**src/rtl/prog_loader_pkg.sv**
```systemverilog
// Shared state encodings and line geometry for the UART program loader.
package prog_loader_pkg;

  typedef enum logic [1:0] {
    LD_HDR,
    LD_LOAD,
    LD_PAD,
    LD_DONE
  } ld_state_t;

  typedef enum logic [2:0] {
    RX_IDLE,
    RX_START,
    RX_DATA,
    RX_STOP,
    RX_WAIT_IDLE
  } rx_state_t;

  localparam int unsigned WORDS_PER_LINE = 4;

endpackage

```
**src/rtl/uart_rx_byte.sv**
```systemverilog
// 8N1 UART byte receiver: 2-flop synchronizer, mid-bit sampling, framing check.
module uart_rx_byte
  import prog_loader_pkg::*;
#(
  parameter int unsigned CLKS_PER_BIT = 868
) (
  input  logic       i_clk,
  input  logic       i_reset,
  input  logic       i_rxd,
  output logic       o_byte_valid,
  output logic [7:0] o_byte,
  output logic       o_frame_err
);

  localparam int unsigned CW = $clog2(CLKS_PER_BIT);
  localparam logic [CW-1:0] HALF = CW'(CLKS_PER_BIT / 2 - 1);
  localparam logic [CW-1:0] LAST = CW'(CLKS_PER_BIT - 1);

  rx_state_t   r_state, w_state_nxt;
  logic [CW-1:0] r_cnt, w_cnt_nxt;
  logic [2:0]  r_bit, w_bit_nxt;
  logic [7:0]  r_shift, w_shift_nxt;
  logic        r_valid, w_valid_nxt;
  logic        r_ferr, w_ferr_nxt;
  logic        r_sync1, r_sync2, r_prev;

  always_ff @(posedge i_clk or posedge i_reset) begin
    if (i_reset) begin
      r_sync1 <= 1'b1;
      r_sync2 <= 1'b1;
      r_prev  <= 1'b1;
      r_state <= RX_IDLE;
      r_cnt   <= '0;
      r_bit   <= '0;
      r_shift <= '0;
      r_valid <= 1'b0;
      r_ferr  <= 1'b0;
    end else begin
      r_sync1 <= i_rxd;
      r_sync2 <= r_sync1;
      r_prev  <= r_sync2;
      r_state <= w_state_nxt;
      r_cnt   <= w_cnt_nxt;
      r_bit   <= w_bit_nxt;
      r_shift <= w_shift_nxt;
      r_valid <= w_valid_nxt;
      r_ferr  <= w_ferr_nxt;
    end
  end

  always_comb begin
    w_state_nxt = r_state;
    w_cnt_nxt   = r_cnt;
    w_bit_nxt   = r_bit;
    w_shift_nxt = r_shift;
    w_valid_nxt = 1'b0;
    w_ferr_nxt  = r_ferr;
    case (r_state)
      RX_IDLE: begin
        if (r_prev && !r_sync2) begin
          w_state_nxt = RX_START;
          w_cnt_nxt   = '0;
        end
      end
      RX_START: begin
        // A start that is high again at mid-bit was a glitch.
        if (r_cnt == HALF) begin
          w_cnt_nxt   = '0;
          w_bit_nxt   = '0;
          w_state_nxt = r_sync2 ? RX_IDLE : RX_DATA;
        end else begin
          w_cnt_nxt = r_cnt + 1'b1;
        end
      end
      RX_DATA: begin
        if (r_cnt == LAST) begin
          w_cnt_nxt   = '0;
          w_shift_nxt = {r_sync2, r_shift[7:1]};
          if (r_bit == 3'd7) w_state_nxt = RX_STOP;
          else               w_bit_nxt   = r_bit + 1'b1;
        end else begin
          w_cnt_nxt = r_cnt + 1'b1;
        end
      end
      RX_STOP: begin
        if (r_cnt == LAST) begin
          w_cnt_nxt = '0;
          if (r_sync2) begin
            w_valid_nxt = 1'b1;
            w_state_nxt = RX_IDLE;
          end else begin
            w_ferr_nxt  = 1'b1;
            w_state_nxt = RX_WAIT_IDLE;
          end
        end else begin
          w_cnt_nxt = r_cnt + 1'b1;
        end
      end
      RX_WAIT_IDLE: begin
        if (r_sync2) w_state_nxt = RX_IDLE;
      end
      default: w_state_nxt = RX_IDLE;
    endcase
  end

  assign o_byte_valid = r_valid;
  assign o_byte       = r_shift;
  assign o_frame_err  = r_ferr;

endmodule

```
**src/rtl/prog_loader.sv**
```systemverilog
// UART program loader: header word count, then little-endian words written to
// dmem per word and to imem per 128-bit line, zero-padding the final line.
module prog_loader
  import prog_loader_pkg::*;
#(
  parameter int unsigned CLKS_PER_BIT = 868,
  parameter int unsigned ADDR_LEN     = 32
) (
  input  logic                clk,
  input  logic                reset,
  input  logic                rxd,
  output logic [ADDR_LEN-1:0] addr,
  output logic [127:0]        data,
  output logic                we_32,
  output logic                we_128,
  output logic                done,
  output logic                frame_err
);

  logic       w_byte_valid;
  logic [7:0] w_byte;

  uart_rx_byte #(.CLKS_PER_BIT(CLKS_PER_BIT)) u_rx (
    .i_clk        (clk),
    .i_reset      (reset),
    .i_rxd        (rxd),
    .o_byte_valid (w_byte_valid),
    .o_byte       (w_byte),
    .o_frame_err  (frame_err)
  );

  logic [1:0]  r_bcnt;
  logic [23:0] r_part;
  logic        w_word_done;
  logic [31:0] w_word;

  assign w_word_done = w_byte_valid && (r_bcnt == 2'd3);
  assign w_word      = {w_byte, r_part};

  always_ff @(posedge clk or posedge reset) begin
    if (reset) begin
      r_bcnt <= '0;
      r_part <= '0;
    end else if (w_byte_valid) begin
      r_bcnt <= r_bcnt + 1'b1;
      case (r_bcnt)
        2'd0:    r_part[7:0]   <= w_byte;
        2'd1:    r_part[15:8]  <= w_byte;
        2'd2:    r_part[23:16] <= w_byte;
        default: r_part        <= r_part;
      endcase
    end
  end

  ld_state_t             r_state, w_state_nxt;
  logic [31:0]           r_rem, w_rem_nxt;
  logic [ADDR_LEN-3:0]   r_idx, w_idx_nxt;
  logic [ADDR_LEN-1:0]   r_addr, w_addr_nxt;
  logic [127:0]          r_data, w_data_nxt;
  logic                  r_we32, w_we32_nxt;
  logic                  r_we128, w_we128_nxt;
  logic                  r_done;
  logic                  w_line_end;

  assign w_line_end = (r_idx[1:0] == 2'(WORDS_PER_LINE - 1));

  always_ff @(posedge clk or posedge reset) begin
    if (reset) begin
      r_state <= LD_HDR;
      r_rem   <= '0;
      r_idx   <= '0;
      r_addr  <= '0;
      r_data  <= '0;
      r_we32  <= 1'b0;
      r_we128 <= 1'b0;
      r_done  <= 1'b0;
    end else begin
      r_state <= w_state_nxt;
      r_rem   <= w_rem_nxt;
      r_idx   <= w_idx_nxt;
      r_addr  <= w_addr_nxt;
      r_data  <= w_data_nxt;
      r_we32  <= w_we32_nxt;
      r_we128 <= w_we128_nxt;
      r_done  <= (r_state == LD_DONE);
    end
  end

  always_comb begin
    w_state_nxt = r_state;
    w_rem_nxt   = r_rem;
    w_idx_nxt   = r_idx;
    w_addr_nxt  = r_addr;
    w_data_nxt  = r_data;
    w_we32_nxt  = 1'b0;
    w_we128_nxt = 1'b0;
    case (r_state)
      LD_HDR: begin
        if (w_word_done) begin
          w_rem_nxt   = w_word;
          w_state_nxt = (w_word == 32'd0) ? LD_DONE : LD_LOAD;
        end
      end
      LD_LOAD: begin
        if (w_word_done) begin
          w_data_nxt  = {w_word, r_data[127:32]};
          w_addr_nxt  = {r_idx, 2'b00};
          w_idx_nxt   = r_idx + 1'b1;
          w_we32_nxt  = 1'b1;
          w_we128_nxt = w_line_end;
          w_rem_nxt   = r_rem - 32'd1;
          if (r_rem == 32'd1) w_state_nxt = w_line_end ? LD_DONE : LD_PAD;
        end
      end
      LD_PAD: begin
        w_data_nxt = {32'h0, r_data[127:32]};
        w_addr_nxt = {r_idx, 2'b00};
        w_idx_nxt  = r_idx + 1'b1;
        if (w_line_end) begin
          w_we128_nxt = 1'b1;
          w_state_nxt = LD_DONE;
        end
      end
      default: ;
    endcase
  end

  assign addr   = r_addr;
  assign data   = r_data;
  assign we_32  = r_we32;
  assign we_128 = r_we128;
  assign done   = r_done;

endmodule
```
**config.mk**
```make
export PLATFORM = sky130hd
export DESIGN_NAME = prog_loader
export DESIGN_NICKNAME = d
export VERILOG_FILES = /design/src/rtl/prog_loader_pkg.sv /design/src/rtl/uart_rx_byte.sv /design/src/rtl/prog_loader.sv
export SDC_FILE = /design/constraint.sdc
export NUM_CORES = 1
export LEC_CHECK = 0
export ABC_AREA = 1
export CORE_MARGIN = 2
export CORE_UTILIZATION = 33
export DETAILED_ROUTE_END_ITERATION = 6
export PLACE_DENSITY = 0.54
export SKIP_LAST_GASP = 1
export SYNTH_ARGS = -nofsm -noshare
export SYNTH_HDL_FRONTEND = slang
export SYNTH_SLANG_ARGS = --single-unit
```
**constraint.sdc**
```tcl
create_clock -name clk -period 9.2 [get_ports clk]
set_input_delay 1.38 -clock clk [delete_from_list [all_inputs] [get_ports clk]]
set_output_delay 1.38 -clock clk [all_outputs]
set_load 0.005 [all_outputs]
```
==> run_results.csv, run 1 <==
group,metric,value,unit
synthesis,ys_ff_latch,280,
clocking,cts.repair.resized,0,
worst_hold_path,min-delay-start,"u_rx.r_sync1$_DFF_PP1_",
timing,timing.fmax,0.234,GHz
global_route,grt_pass1_vias,10172,
floorplanning,placementRows,74,
drt,first_iter_violations,727,
timing,slew_violations,0,
worst_hold_path,hold_end,"u_rx.r_sync2$_DFF_PP1_",
synthesis,synthAdderAreaFrac,0.0137,
synthesis,synth_top_area_frac,0.507,
synthesis,synth_top_family_by_area,"simple AND/OR/NAND/NOR gates",
critical_path,worst-r2r-cell-count,12,
clocking,root_buffer,"clkbuf_16",
timing,setup_tns,0,ns
synthesis,yosysUniqueCellTypes,40,
final_layout,final_common_cell,"nand2_1",
clocking,cts_inserted_buffers,34,
power_and_ir_drop,leakage,7.43,nW
timing,period_minus_slack,4.27,ns
critical_path,r2r-end,"r_idx[11]$_DFFE_PP0P_",
global_route,grt_overflow,0,
floorplanning,die_h,208,µm
synthesis,synth_area,13700,µm²
place,placed_cell_area,15000,µm²
worst_hold_path,min_delay_path_depth,0,
floorplanning,start_util,0.335,
synthesis,ys_seq_area_frac,0.512,
critical_path,reg2reg_from,"r_state[1]$_DFFE_PP0P_",
drt,drc,0,
clocking,path_clk_slew,0.06,ns
worst_hold_path,min_path_type,"register to register",
critical_path,startpoint_type,"register",
synthesis,synth_xor_area_frac,0.0186,
drt,vias,10617,
timing,hold_viol_final,0,
final_layout,nets,1736,
power_and_ir_drop,p_per_area,170,nW/µm²
synthesis,yosys-mux-area-fraction,0,
synthesis,synth-compound-area-share,0.107,
critical_path,reg2reg_setup_slack,4.93,ns
place,dp_hpwl,24700,µm
final_layout,n_antenna_cell,0,
power_and_ir_drop,irDropWorstVdd,0.000105,V
place,globalplace.congestion,0.839,
synthesis,synth.largest_area_cell,"dfrtp_1",
drt,ant_nets,0,
synthesis,synth_simple_gate_area_frac,0.212,
timing,layout_setup_ws,4.93,ns
synthesis,synthTopCellsByArea,"dfrtp_1 (51%), nand2_1 (12%), o21ai_0 (7.4%)",
clocking,postCtsHoldBufs,0,
critical_path,arrival,4.72,ns
synthesis,yosysWarnings,0,
clocking,clock_path_buffers,3,
clocking,cts_sinks,280,
floorplanning,core_area,40800,µm²
clocking,htree_num_levels,2,
global_route,antenna_found_initial,0,
timing,slew_headroom,0.304,
floorplanning,pin_count,167,
clocking,cts_setup_buffers,0,
global_route,grt_max_degree,126,
global_route,grt_pass1_wl,57000,µm
timing,final-setup-viol-count,0,
place,dp_slack,4.92,ns
floorplanning,dieArea,43100,µm²
clocking,cts_tree,"done",
drt,firstDrtPassIters,5,
critical_path,cp_max_fo,77,
final_layout,final_area,16100,µm²
synthesis,syn_inst,1663,
timing,rsz0062_at_grt,"false",
timing,fin_crit_sh,0.464,
final_layout,n_fill_cell,4144,
final_layout,area_growth,17.8,%
flow_run,cap_violations,0,
drt,wl,35100,µm
final_layout,layout_common_cells,"nand2_1 (424), dfrtp_1 (277), inv_1 (202)",
global_route,grt_use_total,0.163,
place,port_buffers,164,
floorplanning,die_w,208,µm
critical_path,endpoint_kind,"register",
timing,skew,0.0215,ns
timing,worst_pin_slew,1.04,ns
drt,via_per_inst,4.66,
drt,wl_per_cell,15.4,µm
critical_path,required,9.65,ns
outcome,status,"completed",
final_layout,drive_above_1_share,0.0585,
synthesis,syn-mean-instance-area,8.23,µm²
critical_path,crit_type,"register to register",
clocking,clock_latency,0.52,ns
sequential cells by signal, summed over array words and instances (netlist names), 2 cells and up:
register and count:
r_idx 30, data 128, addr 30, r_rem 32, r_state 2, u_rx.r_cnt 10
u_rx.r_state 3, r_part 24, u_rx.o_byte 8, u_rx.r_bit 3, r_bcnt 2
report_power, final:
| group | switching (mW) | internal, mW | leakage, nW |
|---|---|---|---|
| Clock | 0.538 | 0.775 | 0.538 |
| Sequential | 0.0177 | 1.25 | 3.90 |
| Combinational | 0.112 | 0.0426 | 2.99 |
cell usage after synthesis (all sizes together):
cell type  instances
nand4             15
dfrtp            277
o22ai             28
nor3b              1
o21ai            214
a211oi             1
a31o               1
nand3             72
nand3b             3
or2                2
inv              210
buf              139
nand2            433
nor3              22
clkbuf            14
clkinv             4
conb               1
xor2              29
a22oi              1
a21oi             28
a31oi              3
dfstp              3
ha                15
nor2             142
o211ai             5
through the flow:
stage / util / power [mW] / hold WS [ns] / std cells
finish: 0.395 / 2.73 / 0.355 / 2276
floorplan: - / 1.41 / 0.345 / 1664
detailed placement: 0.368 / 1.45 / 0.348 / 2214
global route: 0.395 / 2.85 / 0.368 / 2276
global placement: 0.368 / 1.44 / 0.349 / 2214
CTS: 0.395 / 2.78 / 0.357 / 2276
how the worst max path moves through the flow:
stage                                       from               endpoint  slack [ns]  cells after the start
after floorplan                            reset   addr[10]$_DFFE_PP0P_        0.10                      1
after global placement    r_state[1]$_DFFE_PP0P_  r_idx[11]$_DFFE_PP0P_        5.01                     12
after detailed placement  r_state[1]$_DFFE_PP0P_  r_idx[11]$_DFFE_PP0P_        4.92                     12
after CTS                 r_state[1]$_DFFE_PP0P_  r_idx[11]$_DFFE_PP0P_        4.91                     12
after global routing      r_state[1]$_DFFE_PP0P_  r_idx[11]$_DFFE_PP0P_        4.51                     12
final                     r_state[1]$_DFFE_PP0P_  r_idx[11]$_DFFE_PP0P_        4.93                     12
kinds of logic after synthesis:
kind of cell | count (synthesis)
simple gates | 690
xor+xnor | 29
flops | 280
buf+inv | 367
other cells | 1
compound gates | 281
fa+ha+maj | 15
critical path: stages, from the launching register on:
cell and delay (ns):
dfrtp_1 0.41, inv_1 0.09, ha_1 0.14, buf_4 0.40
clkinv_2 0.52, nand2_1 0.26, nand2_4 0.22, inv_4 0.56
buf_4 0.54, buf_4 0.56, nor2_1 0.15, nand3_1 0.11
xor2_1 0.15
final cells by class:
cell class	count	area, µm²	share of cell area
Inverter	214	816	0.0506
Clock inverter	13	121	0.00753
Clock buffer	49	978	0.0607
Tap cell	532	666	0.0413
Sequential cell	280	7010	0.435
Timing Repair Buffer	171	1690	0.105
Multi-Input combinational cell	1017	4820	0.299
layer usage:
metal	routed length (µm)	GRT usage
met5	0	0
met4	804	0.0458
met3	1710	0.0297
met2	15200	0.245
met1	17400	0.239
No activity file was read; power rests on OpenSTA's default activity.
==> inputs of run 2 (changes only) <==
Settings changed: PLACE_DENSITY 0.54 to 0.52.
Clock period 9.2 ns to 4.01 ns, I/O delays scaled along.
==> run 2 against run 1 <==
Net effect: maximum frequency up 67%; non-clock buffer count up 6; setup slack worse by 3.5 ns; highest routed layer unchanged.
==> run_results.csv, run 2 (same netlist as run 1, synthesis figures left out) <==
group,metric,value,unit
critical_path,crit_path_max_incr_delay,0.41,ns
timing,slew_violations,0,
timing,fin_crit_sh,0.638,
timing,slew_headroom,0.360,
final_layout,utilization,0.396,
clocking,htree_num_levels,2,
critical_path,slowest_stage,"buf_4",
clocking,clock_latency,0.52,ns
timing,layout_setup_ws,1.45,ns
power_and_ir_drop,leakage,7.47,nW
final_layout,n_antenna_cell,0,
critical_path,arrival,2.99,ns
floorplanning,die_h,208,µm
timing,period_minus_slack,2.56,ns
clocking,cts_inserted_buffers,34,
drt,vias,10569,
critical_path,startpoint_type,"register",
final_layout,layout_common_cells,"nand2_1 (424), dfrtp_1 (277), inv_1 (202)",
global_route,grt_pass1_vias,10008,
flow_run,cap_violations,0,
drt,drc,0,
floorplanning,pin_count,167,
drt,first_iter_violations,654,
power_and_ir_drop,irDropWorstVdd,0.000221,V
place,placed_cell_area,15100,µm²
place,dp_slack,1.50,ns
place,globalplace.congestion,0.854,
global_route,grt_overflow,0,
timing,skew,0.0166,ns
final_layout,final_area,16200,µm²
timing,fin_hold_ws,0.359,ns
clocking,postCtsHoldBufs,0,
final_layout,drive_above_1_share,0.0619,
drt,firstDrtPassIters,5,
critical_path,crit_family,"buffers and inverters",
critical_path,cp_max_fo,43,
critical_path,timing.critical_path.buf_inv,4,
critical_path,endpoint_kind,"register",
floorplanning,dieArea,43100,µm²
clocking,cts.repair.resized,0,
outcome,status,"completed",
clocking,cts_tree,"done",
final_layout,nets,1742,
worst_hold_path,min_path_type,"register to register",
final_layout,largest_reg_flops,128,
global_route,antenna_found_initial,0,
timing,timing.fmax,0.391,GHz
timing,final-setup-viol-count,0,
final_layout,area_growth,18.3,%
clocking,cts_setup_buffers,0,
clocking,clock_path_buffers,3,
drt,ant_nets,0,
global_route,grt_pass1_wl,56600,µm
place,port_buffers,164,
place,dp_hpwl,24900,µm
critical_path,path_cells,"inv_1, ha_1, buf_4, nor2_1, nor2_1, buf_4, inv_2, a21oi_1, o211ai_1, o21ai_0",
floorplanning,start_util,0.335,
clocking,root_buffer,"clkbuf_16",
final_layout,final_common_cell,"nand2_1",
clocking,path_clk_slew,0.06,ns
final_layout,n_fill_cell,4222,
timing,rsz0062_at_grt,"false",
global_route,grt_use_total,0.162,
drt,wl_per_cell,15.4,µm
floorplanning,core_area,40800,µm²
timing,hold_viol_final,0,
clocking,cts_sinks,280,
global_route,grt_max_degree,149,
floorplanning,placementRows,74,
power_and_ir_drop,p_per_area,388,nW/µm²
floorplanning,die_w,208,µm
drt,via_per_inst,4.64,
timing,worst_pin_slew,0.960,ns
drt,wl,35100,µm
critical_path,crit_type,"register to register",
critical_path,required,4.44,ns
[run 2: cell count changes in the layout (fill, tap and decap cells not counted), sizes merged]
cell and delta:
buf +6, clkbuf -3, bufinv +1, clkinvlp -1, inv -1
[run 2: metal layers]
metal	vias up	share of wire	GRT usage
met2	222	0.43	0.239
met1	5026	0.50	0.244
met5	-	0	0
li1	5277	-	-
met4	0	0.018	0.0404
met3	44	0.048	0.0271
[run 2: area by class of cell]
type | count | area [µm²] | share of cell area
Clock buffer | 46 | 977 | 0.0604
Multi-Input combinational cell | 1017 | 4820 | 0.298
Clock inverter | 12 | 118 | 0.00727
Tap cell | 532 | 666 | 0.0411
Timing Repair Buffer | 177 | 1780 | 0.110
Sequential cell | 280 | 7010 | 0.433
Inverter | 214 | 812 | 0.0502
[run 2: final timing paths]
| path | start | to | slack, ns | cells after the start |
|---|---|---|---|---|
| hold / removal | u_rx.r_sync1$_DFF_PP1_ | u_rx.r_sync2$_DFF_PP1_ | 0.36 | 0 |
| max in group asynchronous | reset | addr[29]$_DFFE_PP0P_ | 2.55 | 3 |
| hold reg to reg | u_rx.r_sync1$_DFF_PP1_ | u_rx.r_sync2$_DFF_PP1_ | 0.36 | 0 |
| setup reg to reg | r_state[1]$_DFFE_PP0P_ | r_rem[6]$_DFFE_PP0P_ | 1.45 | 10 |
| setup / recovery | r_state[1]$_DFFE_PP0P_ | r_rem[6]$_DFFE_PP0P_ | 1.45 | 10 |
| min in group asynchronous | reset | r_part[20]$_DFFE_PP0P_ | 0.61 | 3 |
[run 2: power by group]
group	switching, mW	internal, mW
clock	1.19	1.83
sequential	0.0395	2.86
combinational	0.258	0.101
total	1.49	4.80
[run 2: stage by stage]
stage                     total power, mW  setup TNS, ns  std cells
after floorplan                      3.23         -82.09       1664
after global placement               3.31              0       2220
after detailed placement             3.32              0       2220
after CTS                            6.38              0       2278
after global routing                 6.56              0       2278
final                                6.28              0       2278
